[src/rtl/can_fault_confinement_pkg.sv]
// Shared types, default limits and configuration checks for the CAN
// fault-confinement unit.
package can_fc_pkg;

   typedef enum logic [1:0] {
      ERROR_ACTIVE  = 2'b00,
      ERROR_PASSIVE = 2'b01,
      BUS_OFF       = 2'b10
   } fault_state_e;

   localparam int DEF_CNT_W          = 9;
   localparam int DEF_TX_ERR_INC     = 8;
   localparam int DEF_RX_ERR_INC     = 1;
   localparam int DEF_RX_PRIMARY_INC = 8;
   localparam int DEF_WARN_LIMIT     = 96;
   localparam int DEF_PASSIVE_LIMIT  = 128;
   localparam int DEF_BUSOFF_LIMIT   = 256;
   localparam int DEF_REC_RELOAD     = 120;
   localparam int DEF_RECOVERY_SEQS  = 128;

   // The counter must hold 256 and the reload value must sit just below the
   // passive threshold; recovery_count is 8 bits wide.
   function automatic bit cfg_ok(int cnt_w, int rec_reload, int recovery_seqs);
      return (cnt_w >= 9) && (rec_reload >= 119) && (rec_reload <= 127) &&
             (recovery_seqs >= 1) && (recovery_seqs <= 256);
   endfunction

endpackage

[src/rtl/can_fault_confinement_if.sv]
// Event/status bundle between the error-detection logic, the protocol
// controller (master side) and the fault-confinement unit (slave side).
interface can_fault_confinement_if #(
   parameter int CNT_W = 9
);
   import can_fc_pkg::*;

   logic             enable;
   logic             error_detected;
   logic             primary_error;
   logic             tx_success;
   logic             rx_success;
   logic             transmitting;
   logic             recessive_11;
   logic [CNT_W-1:0] tec;
   logic [CNT_W-1:0] rec;
   fault_state_e     fault_state;
   logic             error_warning;
   logic             bus_off_recovered;
   logic [7:0]       recovery_count;

   modport master (
      output enable, error_detected, primary_error, tx_success, rx_success,
             transmitting, recessive_11,
      input  tec, rec, fault_state, error_warning, bus_off_recovered,
             recovery_count
   );

   modport slave (
      input  enable, error_detected, primary_error, tx_success, rx_success,
             transmitting, recessive_11,
      output tec, rec, fault_state, error_warning, bus_off_recovered,
             recovery_count
   );

endinterface

[src/rtl/can_fault_confinement_sat_counter.sv]
// Saturating up/down error counter with clear, load and variable increment.
// Priority: clear, load, increment, decrement; decrement stops at zero.
module can_err_sat_counter #(
   parameter int W   = 9,
   parameter int MAX = (1 << W) - 1
) (
   input  logic         clock,
   input  logic         reset,
   input  logic         clear,
   input  logic         load,
   input  logic [W-1:0] load_val,
   input  logic         inc,
   input  logic [W-1:0] inc_amt,
   input  logic         dec,
   output logic [W-1:0] count,
   output logic [W-1:0] count_next
);

   logic [W-1:0] count_q, count_d;
   logic [W:0]   sum;

   // NOTE: every variable gets a default at the top of always_comb so no
   // path leaves it unassigned, which would infer a latch.
   always_comb begin
      sum     = {1'b0, count_q} + {1'b0, inc_amt};
      count_d = count_q;
      if (clear)
         count_d = '0;
      else if (load)
         count_d = load_val;
      else if (inc)
         count_d = (sum > (W+1)'(MAX)) ? W'(MAX) : sum[W-1:0];
      else if (dec && (count_q != '0))
         count_d = count_q - W'(1);
   end

   // NOTE: sequential state uses non-blocking assignments only, so every
   // flop samples pre-edge values regardless of block ordering.
   always_ff @(posedge clock or posedge reset) begin
      if (reset)
         count_q <= '0;
      else
         count_q <= count_d;
   end

   assign count      = count_q;
   assign count_next = count_d;

endmodule

[src/rtl/can_fault_confinement.sv]
// CAN fault confinement: TEC/REC counters, active/passive/bus-off state,
// error warning and bus-off recovery after RECOVERY_SEQS recessive_11 pulses.
module can_fault_confinement
   import can_fc_pkg::*;
#(
   parameter int CNT_W          = DEF_CNT_W,
   parameter int TX_ERR_INC     = DEF_TX_ERR_INC,
   parameter int RX_ERR_INC     = DEF_RX_ERR_INC,
   parameter int RX_PRIMARY_INC = DEF_RX_PRIMARY_INC,
   parameter int WARN_LIMIT     = DEF_WARN_LIMIT,
   parameter int PASSIVE_LIMIT  = DEF_PASSIVE_LIMIT,
   parameter int BUSOFF_LIMIT   = DEF_BUSOFF_LIMIT,
   parameter int REC_RELOAD     = DEF_REC_RELOAD,
   parameter int RECOVERY_SEQS  = DEF_RECOVERY_SEQS
) (
   input  logic                    clock,
   input  logic                    reset,
   can_fault_confinement_if.slave  bus
);

   if (!cfg_ok(CNT_W, REC_RELOAD, RECOVERY_SEQS)) begin : g_cfg_check
      $error("can_fault_confinement: illegal CNT_W/REC_RELOAD/RECOVERY_SEQS");
   end

   fault_state_e     state_q, state_d;
   logic             warn_q, warn_d;
   logic             recovered_q, recovered_d;
   logic [7:0]       rcnt_q, rcnt_d;
   logic [CNT_W-1:0] tec, rec, tec_next, rec_next;
   logic             in_bus_off, live, tx_err, tx_ok, rx_err, rx_ok;
   logic             rec_reload, recover, clear_cnt;

   // Errors beat successes; the transmitting flag picks which counter moves.
   assign in_bus_off = (state_q == BUS_OFF);
   assign live       = bus.enable && !in_bus_off;
   assign tx_err     = live &&  bus.transmitting && bus.error_detected;
   assign tx_ok      = live &&  bus.transmitting && !bus.error_detected && bus.tx_success;
   assign rx_err     = live && !bus.transmitting && bus.error_detected;
   assign rx_ok      = live && !bus.transmitting && !bus.error_detected && bus.rx_success;
   assign rec_reload = rx_ok && (rec >= CNT_W'(PASSIVE_LIMIT));
   assign recover    = bus.enable && in_bus_off && bus.recessive_11 &&
                       (rcnt_q == 8'(RECOVERY_SEQS - 1));
   assign clear_cnt  = !bus.enable || recover;

   can_err_sat_counter #(.W(CNT_W), .MAX(BUSOFF_LIMIT)) u_tec (
      .clock      (clock),
      .reset      (reset),
      .clear      (clear_cnt),
      .load       (1'b0),
      .load_val   ('0),
      .inc        (tx_err),
      .inc_amt    (CNT_W'(TX_ERR_INC)),
      .dec        (tx_ok),
      .count      (tec),
      .count_next (tec_next)
   );

   can_err_sat_counter #(.W(CNT_W), .MAX((1 << CNT_W) - 1)) u_rec (
      .clock      (clock),
      .reset      (reset),
      .clear      (clear_cnt),
      .load       (rec_reload),
      .load_val   (CNT_W'(REC_RELOAD)),
      .inc        (rx_err),
      .inc_amt    (bus.primary_error ? CNT_W'(RX_PRIMARY_INC) : CNT_W'(RX_ERR_INC)),
      .dec        (rx_ok && !rec_reload),
      .count      (rec),
      .count_next (rec_next)
   );

   // State and warning follow the next counter values so they line up with
   // tec/rec in the same cycle.
   always_comb begin
      state_d     = state_q;
      recovered_d = recover;
      rcnt_d      = rcnt_q;
      if (clear_cnt)
         state_d = ERROR_ACTIVE;
      else if (!in_bus_off) begin
         if (tec_next >= CNT_W'(BUSOFF_LIMIT))
            state_d = BUS_OFF;
         else if ((tec_next >= CNT_W'(PASSIVE_LIMIT)) || (rec_next >= CNT_W'(PASSIVE_LIMIT)))
            state_d = ERROR_PASSIVE;
         else
            state_d = ERROR_ACTIVE;
      end
      if (clear_cnt || !in_bus_off)
         rcnt_d = '0;
      else if (bus.recessive_11)
         rcnt_d = rcnt_q + 8'd1;
      warn_d = (state_d == BUS_OFF) ||
               (tec_next >= CNT_W'(WARN_LIMIT)) || (rec_next >= CNT_W'(WARN_LIMIT));
   end

   always_ff @(posedge clock or posedge reset) begin
      if (reset) begin
         state_q     <= ERROR_ACTIVE;
         warn_q      <= 1'b0;
         recovered_q <= 1'b0;
         rcnt_q      <= '0;
      end else begin
         state_q     <= state_d;
         warn_q      <= warn_d;
         recovered_q <= recovered_d;
         rcnt_q      <= rcnt_d;
      end
   end

   assign bus.tec               = tec;
   assign bus.rec               = rec;
   assign bus.fault_state       = state_q;
   assign bus.error_warning     = warn_q;
   assign bus.bus_off_recovered = recovered_q;
   assign bus.recovery_count    = rcnt_q;

endmodule

[src/flat_wrapper.sv]
// flat-port wrapper written by rule: the top's interface ports become plain ports
module can_fault_confinement_flat import can_fc_pkg::*;
#(
   parameter int CNT_W          = DEF_CNT_W,
   parameter int TX_ERR_INC     = DEF_TX_ERR_INC,
   parameter int RX_ERR_INC     = DEF_RX_ERR_INC,
   parameter int RX_PRIMARY_INC = DEF_RX_PRIMARY_INC,
   parameter int WARN_LIMIT     = DEF_WARN_LIMIT,
   parameter int PASSIVE_LIMIT  = DEF_PASSIVE_LIMIT,
   parameter int BUSOFF_LIMIT   = DEF_BUSOFF_LIMIT,
   parameter int REC_RELOAD     = DEF_REC_RELOAD,
   parameter int RECOVERY_SEQS  = DEF_RECOVERY_SEQS
)
  (clock, reset, bus_enable, bus_error_detected, bus_primary_error, bus_tx_success, bus_rx_success, bus_transmitting, bus_recessive_11, bus_tec, bus_rec, bus_fault_state, bus_error_warning, bus_bus_off_recovered, bus_recovery_count);
  can_fault_confinement_if #(.CNT_W(CNT_W)) bus_i ();
  input  logic clock;
  input  logic reset;
  input wire logic [$bits(bus_i.enable)-1:0] bus_enable;
  input wire logic [$bits(bus_i.error_detected)-1:0] bus_error_detected;
  input wire logic [$bits(bus_i.primary_error)-1:0] bus_primary_error;
  input wire logic [$bits(bus_i.tx_success)-1:0] bus_tx_success;
  input wire logic [$bits(bus_i.rx_success)-1:0] bus_rx_success;
  input wire logic [$bits(bus_i.transmitting)-1:0] bus_transmitting;
  input wire logic [$bits(bus_i.recessive_11)-1:0] bus_recessive_11;
  output wire logic [$bits(bus_i.tec)-1:0] bus_tec;
  output wire logic [$bits(bus_i.rec)-1:0] bus_rec;
  output wire logic [$bits(bus_i.fault_state)-1:0] bus_fault_state;
  output wire logic [$bits(bus_i.error_warning)-1:0] bus_error_warning;
  output wire logic [$bits(bus_i.bus_off_recovered)-1:0] bus_bus_off_recovered;
  output wire logic [$bits(bus_i.recovery_count)-1:0] bus_recovery_count;
  assign bus_i.enable = bus_enable;
  assign bus_i.error_detected = bus_error_detected;
  assign bus_i.primary_error = bus_primary_error;
  assign bus_i.tx_success = bus_tx_success;
  assign bus_i.rx_success = bus_rx_success;
  assign bus_i.transmitting = bus_transmitting;
  assign bus_i.recessive_11 = bus_recessive_11;
  assign bus_tec = bus_i.tec;
  assign bus_rec = bus_i.rec;
  assign bus_fault_state = bus_i.fault_state;
  assign bus_error_warning = bus_i.error_warning;
  assign bus_bus_off_recovered = bus_i.bus_off_recovered;
  assign bus_recovery_count = bus_i.recovery_count;
  can_fault_confinement #(.CNT_W(CNT_W), .TX_ERR_INC(TX_ERR_INC), .RX_ERR_INC(RX_ERR_INC), .RX_PRIMARY_INC(RX_PRIMARY_INC), .WARN_LIMIT(WARN_LIMIT), .PASSIVE_LIMIT(PASSIVE_LIMIT), .BUSOFF_LIMIT(BUSOFF_LIMIT), .REC_RELOAD(REC_RELOAD), .RECOVERY_SEQS(RECOVERY_SEQS)) u_core (.clock(clock), .reset(reset), .bus(bus_i));
endmodule
[config.mk]
export PLATFORM = sky130hd
export DESIGN_NAME = can_fault_confinement_flat
export DESIGN_NICKNAME = d
export VERILOG_FILES = /design/src/rtl/can_fault_confinement_pkg.sv /design/src/rtl/can_fault_confinement_if.sv /design/src/rtl/can_fault_confinement_sat_counter.sv /design/src/rtl/can_fault_confinement.sv /design/src/flat_wrapper.sv
export SDC_FILE = /design/constraint.sdc
export NUM_CORES = 1
export LEC_CHECK = 0
export CORE_MARGIN = 4
export CORE_UTILIZATION = 40
export DETAILED_ROUTE_END_ITERATION = 12
export SKIP_LAST_GASP = 1
export SLEW_MARGIN = 20
export SYNTH_ARGS = -nofsm -noshare
export SYNTH_HDL_FRONTEND = slang
export SYNTH_SLANG_ARGS = --single-unit
[constraint.sdc]
create_clock -name clock -period 5.3 [get_ports clock]
set_input_delay 1.325 -clock clock [delete_from_list [all_inputs] [get_ports clock]]
set_output_delay 1.325 -clock clock [all_outputs]
set_load 0.03 [all_outputs]
==> flow_metrics.py <==
metrics = {
    "route": {
        "detail_route.first_pass.iterations": 5,
        "post-route-drc-count": 0,
        "viasPerCell": 5.72,
        "route.vias.total": 2064,
        "drt_iter0_drc": 150,
        "post_drt_wl_per_cell_microns": 15.6,
        "wl_final_mm": 5.65,
        "postRouteAntennaNets": 0,
    },
    "clock_network": {
        "cts-root-to-sink-buffers": 2,
        "cts_hold_buffers": 0,
        "cts.root.buffer_cell": "sky130_fd_sc_hd__clkbuf_8",
        "tritoncts.num_buffers": 5,
        "buffer_count_from_post_cts_setup_fixing": 0,
        "clk_pin_slew_ns": 0.07,
        "cts_sinks": 30,
        "clock_latency_ns": 0.29,
        "cts-htree-levels": 2,
        "cts_tree": "yes",
        "ctsResizeCount": 0,
    },
    "yosys": {
        "synthCells": 253,
        "synth-edff-count": 0,
        "synthDistinctLibCells": 59,
        "average_cell_area_after_synthesis_sq_um": 8.75,
        "yosys_warnings": 0,
        "synthFlopType": "sky130_fd_sc_hd__dfrtp_1",
        "synth-seq-area-share_pct": 33.9,
        "synth_nets": 272,
        "synth.ff_latch_count": 30,
        "syn-cell-area_sq_um": 2210,
        "synth-async-reset-ratio_pct": 100,
    },
    "placed_design": {
        "globalplace.congestion": 0.897,
        "place_hpwl_mm": 4.25,
        "placement.setup.worst_slack_ns": 1.46,
        "io_buffers": 38,
    },
    "min_path": {
        "hold_path_class": "reg2reg",
        "hold_path_depth": 2,
    },
    "layout": {
        "syn2layout_area_growth_pct": 23.3,
        "layout_commonest_cell": "sky130_fd_sc_hd__clkdlybuf4s50_1",
        "share_of_final_layout_standard_cells_stronger_than_drive_strength_1_pct": 7.56,
        "finalNetCount": 309,
        "insertedDiodeCount": 0,
        "final_cell_mix": "sky130_fd_sc_hd__clkdlybuf4s50_1, sky130_fd_sc_hd__dfrtp_1, sky130_fd_sc_hd__nor2_1, sky130_fd_sc_hd__nand2_1, sky130_fd_sc_hd__inv_1",
    },
    "setup_path": {
        "worst-endpoint-required_ns": 5.43,
        "critPathLaunchType": "input pin",
        "worst_setup_path_end_kind": "register",
        "path_max_fanout": 9,
        "chain_of_cells_forming_the_critical_path": "clkdlybuf4s50_1 -> nand4_1 -> o41ai_2 -> or2_1 -> inv_2 -> a31oi_1 -> o2111ai_1",
        "cp.buffers_inverters": 2,
        "worst-r2r-cell-count": 8,
        "worst_path_dominant_cell_family": "compound AO/OA/AOI/OAI gates",
        "largest_incremental_delay_on_the_critical_path_ns": 0.71,
        "r2r_setup_slack_ns": 2.63,
        "cp.arrival_ns": 3.68,
        "critical_path_cell_count": 7,
        "crit_type": "in2reg",
        "critPathSlowestCell": "sky130_fd_sc_hd__o41ai_2",
    },
    "power_and_ir_drop": {
        "maximum_ir_drop_on_the_vdd_rail_uv": 149,
        "power.leakage_nw": 1.10,
        "switching_power_w": 0.000177,
        "power.share.switching_pct": 30.9,
        "power-per-cell-area_nw_per_um2": 209,
        "power.internal_w": 0.000394,
        "seq_power_share_pct": 44.0,
        "comb_power_share_pct": 21.6,
        "clock_power_share_pct": 34.3,
    },
    "flow_run": {
        "maximum_capacitance_violations": 0,
    },
    "timing": {
        "finClkSkew_ns": 0.0117,
        "final-max-slew-violation-count": 0,
        "relSlewSlack_pct": 49.0,
        "achievable-frequency_mhz": 282,
        "fin_crit_sh_pct": 66.9,
        "finalWorstSetupSlack_ns": 1.75,
        "timing.final.setup_violations": 0,
        "period_needed_ns": 3.55,
        "finalHoldViolations": 0,
        "grt_setup_unrepaired": "no",
        "tns_setup_ns": 0,
        "worst_pin_slew_ns": 0.757,
    },
    "floorplanning": {
        "rows": 26,
        "initial_utilization_pct": 42.3,
        "die_area_sq_um": 6790,
        "die_w_microns": 82.4,
        "placeable_core_region_sq_um": 5240,
        "io_pins": 39,
        "die_height_microns": 82.4,
    },
    "grt": {
        "largest_net_degree_at_the_start_of_global_routing": 31,
        "overflow": 0,
        "global_route.usage.total_pct": 18.4,
        "via_count_of_the_first_global_routing_pass": 2014,
        "first_pass_grt_wire_length_mm": 9.60,
        "grt_antenna_before_repair": 0,
    },
    "run_status": {
        "outcome": "finished, final reports clean",
    },
}
Yosys cell counts (2+ instances only):
master | number | area (sq um)
sky130_fd_sc_hd__a211o_1 | 3 | 26.3
sky130_fd_sc_hd__a211oi_1 | 5 | 37.5
sky130_fd_sc_hd__a21oi_1 | 8 | 40.0
sky130_fd_sc_hd__a31oi_1 | 4 | 25.0
sky130_fd_sc_hd__a41o_1 | 3 | 30.0
sky130_fd_sc_hd__and3_1 | 5 | 31.3
sky130_fd_sc_hd__and4_1 | 2 | 17.5
sky130_fd_sc_hd__buf_2 | 4 | 20.0
sky130_fd_sc_hd__buf_6 | 2 | 22.5
sky130_fd_sc_hd__clkbuf_1 | 3 | 11.3
sky130_fd_sc_hd__dfrtp_1 | 30 | 751
sky130_fd_sc_hd__ha_1 | 10 | 125
sky130_fd_sc_hd__inv_1 | 15 | 56.3
sky130_fd_sc_hd__nand2_1 | 23 | 86.3
sky130_fd_sc_hd__nand2b_1 | 5 | 31.3
sky130_fd_sc_hd__nand3_1 | 10 | 50.1
sky130_fd_sc_hd__nand3b_1 | 2 | 15.0
sky130_fd_sc_hd__nand4_1 | 6 | 37.5
sky130_fd_sc_hd__nand4b_1 | 4 | 35.0
sky130_fd_sc_hd__nor2_1 | 27 | 101
sky130_fd_sc_hd__nor2b_1 | 5 | 31.3
sky130_fd_sc_hd__nor3_1 | 9 | 45.0
sky130_fd_sc_hd__nor3b_1 | 2 | 15.0
sky130_fd_sc_hd__nor4_1 | 5 | 31.3
sky130_fd_sc_hd__nor4b_1 | 5 | 43.8
sky130_fd_sc_hd__o2111ai_1 | 2 | 17.5
sky130_fd_sc_hd__o211ai_1 | 3 | 22.5
sky130_fd_sc_hd__o21ai_0 | 4 | 20.0
sky130_fd_sc_hd__o21ai_1 | 2 | 10.0
sky130_fd_sc_hd__or2_1 | 2 | 12.5
sky130_fd_sc_hd__or3_1 | 3 | 18.8
sky130_fd_sc_hd__xnor2_1 | 7 | 61.3
sky130_fd_sc_hd__xor2_1 | 7 | 61.3
state kept, by name, summed over array words and instances, names as in the netlist:
register,count
u_core.bus.bus_off_recovered,1
u_core.bus.error_warning,1
u_core.bus.fault_state,2
u_core.bus.recovery_count,8
u_core.u_rec.count,9
u_core.u_tec.count,9
logic make-up (layout without fill, tap and decap cells):
| group | after synthesis | count (layout) | share of synthesized area, % |
|---|---|---|---|
| XOR/XNOR | 14 | 14 | 5.54 |
| adder cells (fa/ha/maj) | 10 | 10 | 5.65 |
| AO/OA/AOI/OAI | 49 | 49 | 17.6 |
| buffers and inverters | 25 | 63 | 5.14 |
| flip-flops | 30 | 30 | 33.9 |
| AND/OR/NAND/NOR | 124 | 124 | 31.7 |
| multiplexers | 1 | 1 | 0.452 |
worst paths after layout:
path                                                       endpoint                                      from
max in group asynchronous           u_core.u_rec.count[6]$_DFF_PP0_                                     reset
max                              u_core.bus.error_warning$_DFF_PP0_                          bus_recessive_11
max reg2reg                      u_core.bus.error_warning$_DFF_PP0_           u_core.u_tec.count[0]$_DFF_PP0_
min in group asynchronous  u_core.bus.recovery_count[1]$_DFFE_PP0P_                                     reset
min reg2reg                u_core.bus.recovery_count[1]$_DFFE_PP0P_  u_core.bus.recovery_count[1]$_DFFE_PP0P_
min                        u_core.bus.recovery_count[1]$_DFFE_PP0P_  u_core.bus.recovery_count[1]$_DFFE_PP0P_
layout make-up:
class                   instances  area (sq um)
fillers                       518          2510
well taps                      70          87.6
multi-input cells             198          1350
clock buffers                   6          82.6
inverters                      16          60.1
clock inverters                 2          12.5
repair buffers                 39           388
flip-flops and latches         30           751
layer usage:
metal	global-route usage, %	wire length, microns
met1	26.5	2720
met2	27.1	2520
met3	4.34	346
met4	5.48	51
met5	0	0
worst min-delay path: cells and delay by family, from the launching register on:
| family | cells | cell delay (ns) |
|---|---|---|
| flip-flops | 1 | 0.39 |
| multiplexers | 1 | 0.08 |
| AND/OR/NAND/NOR | 1 | 0.08 |
power groups by stage:
stage | combinational, W | clock, W | sequential [W]
finish | 0.000124 | 0.000196 | 0.000251
global route | 0.000135 | 0.000213 | 0.000253
CTS | 0.000124 | 0.000201 | 0.000251
detailed placement | 0.000123 | 0 | 0.000255
global placement | 0.000124 | 0 | 0.000256
floorplan | 0.0000741 | 0 | 0.000264
through the flow:
step	instances	hold WS, ns	area (sq um)	power, W	util (%)
final	361	0.579	2730	0.000571	52.2
after CTS	361	0.589	2730	0.000576	52.2
after global routing	361	0.645	2730	0.000601	52.2
after global placement	353	0.561	2640	0.000379	50.3
after floorplan	253	0.699	2210	0.000338	-
after detailed placement	353	0.567	2640	0.000379	50.3
Note: power is estimated with default switching activity, not from simulation.
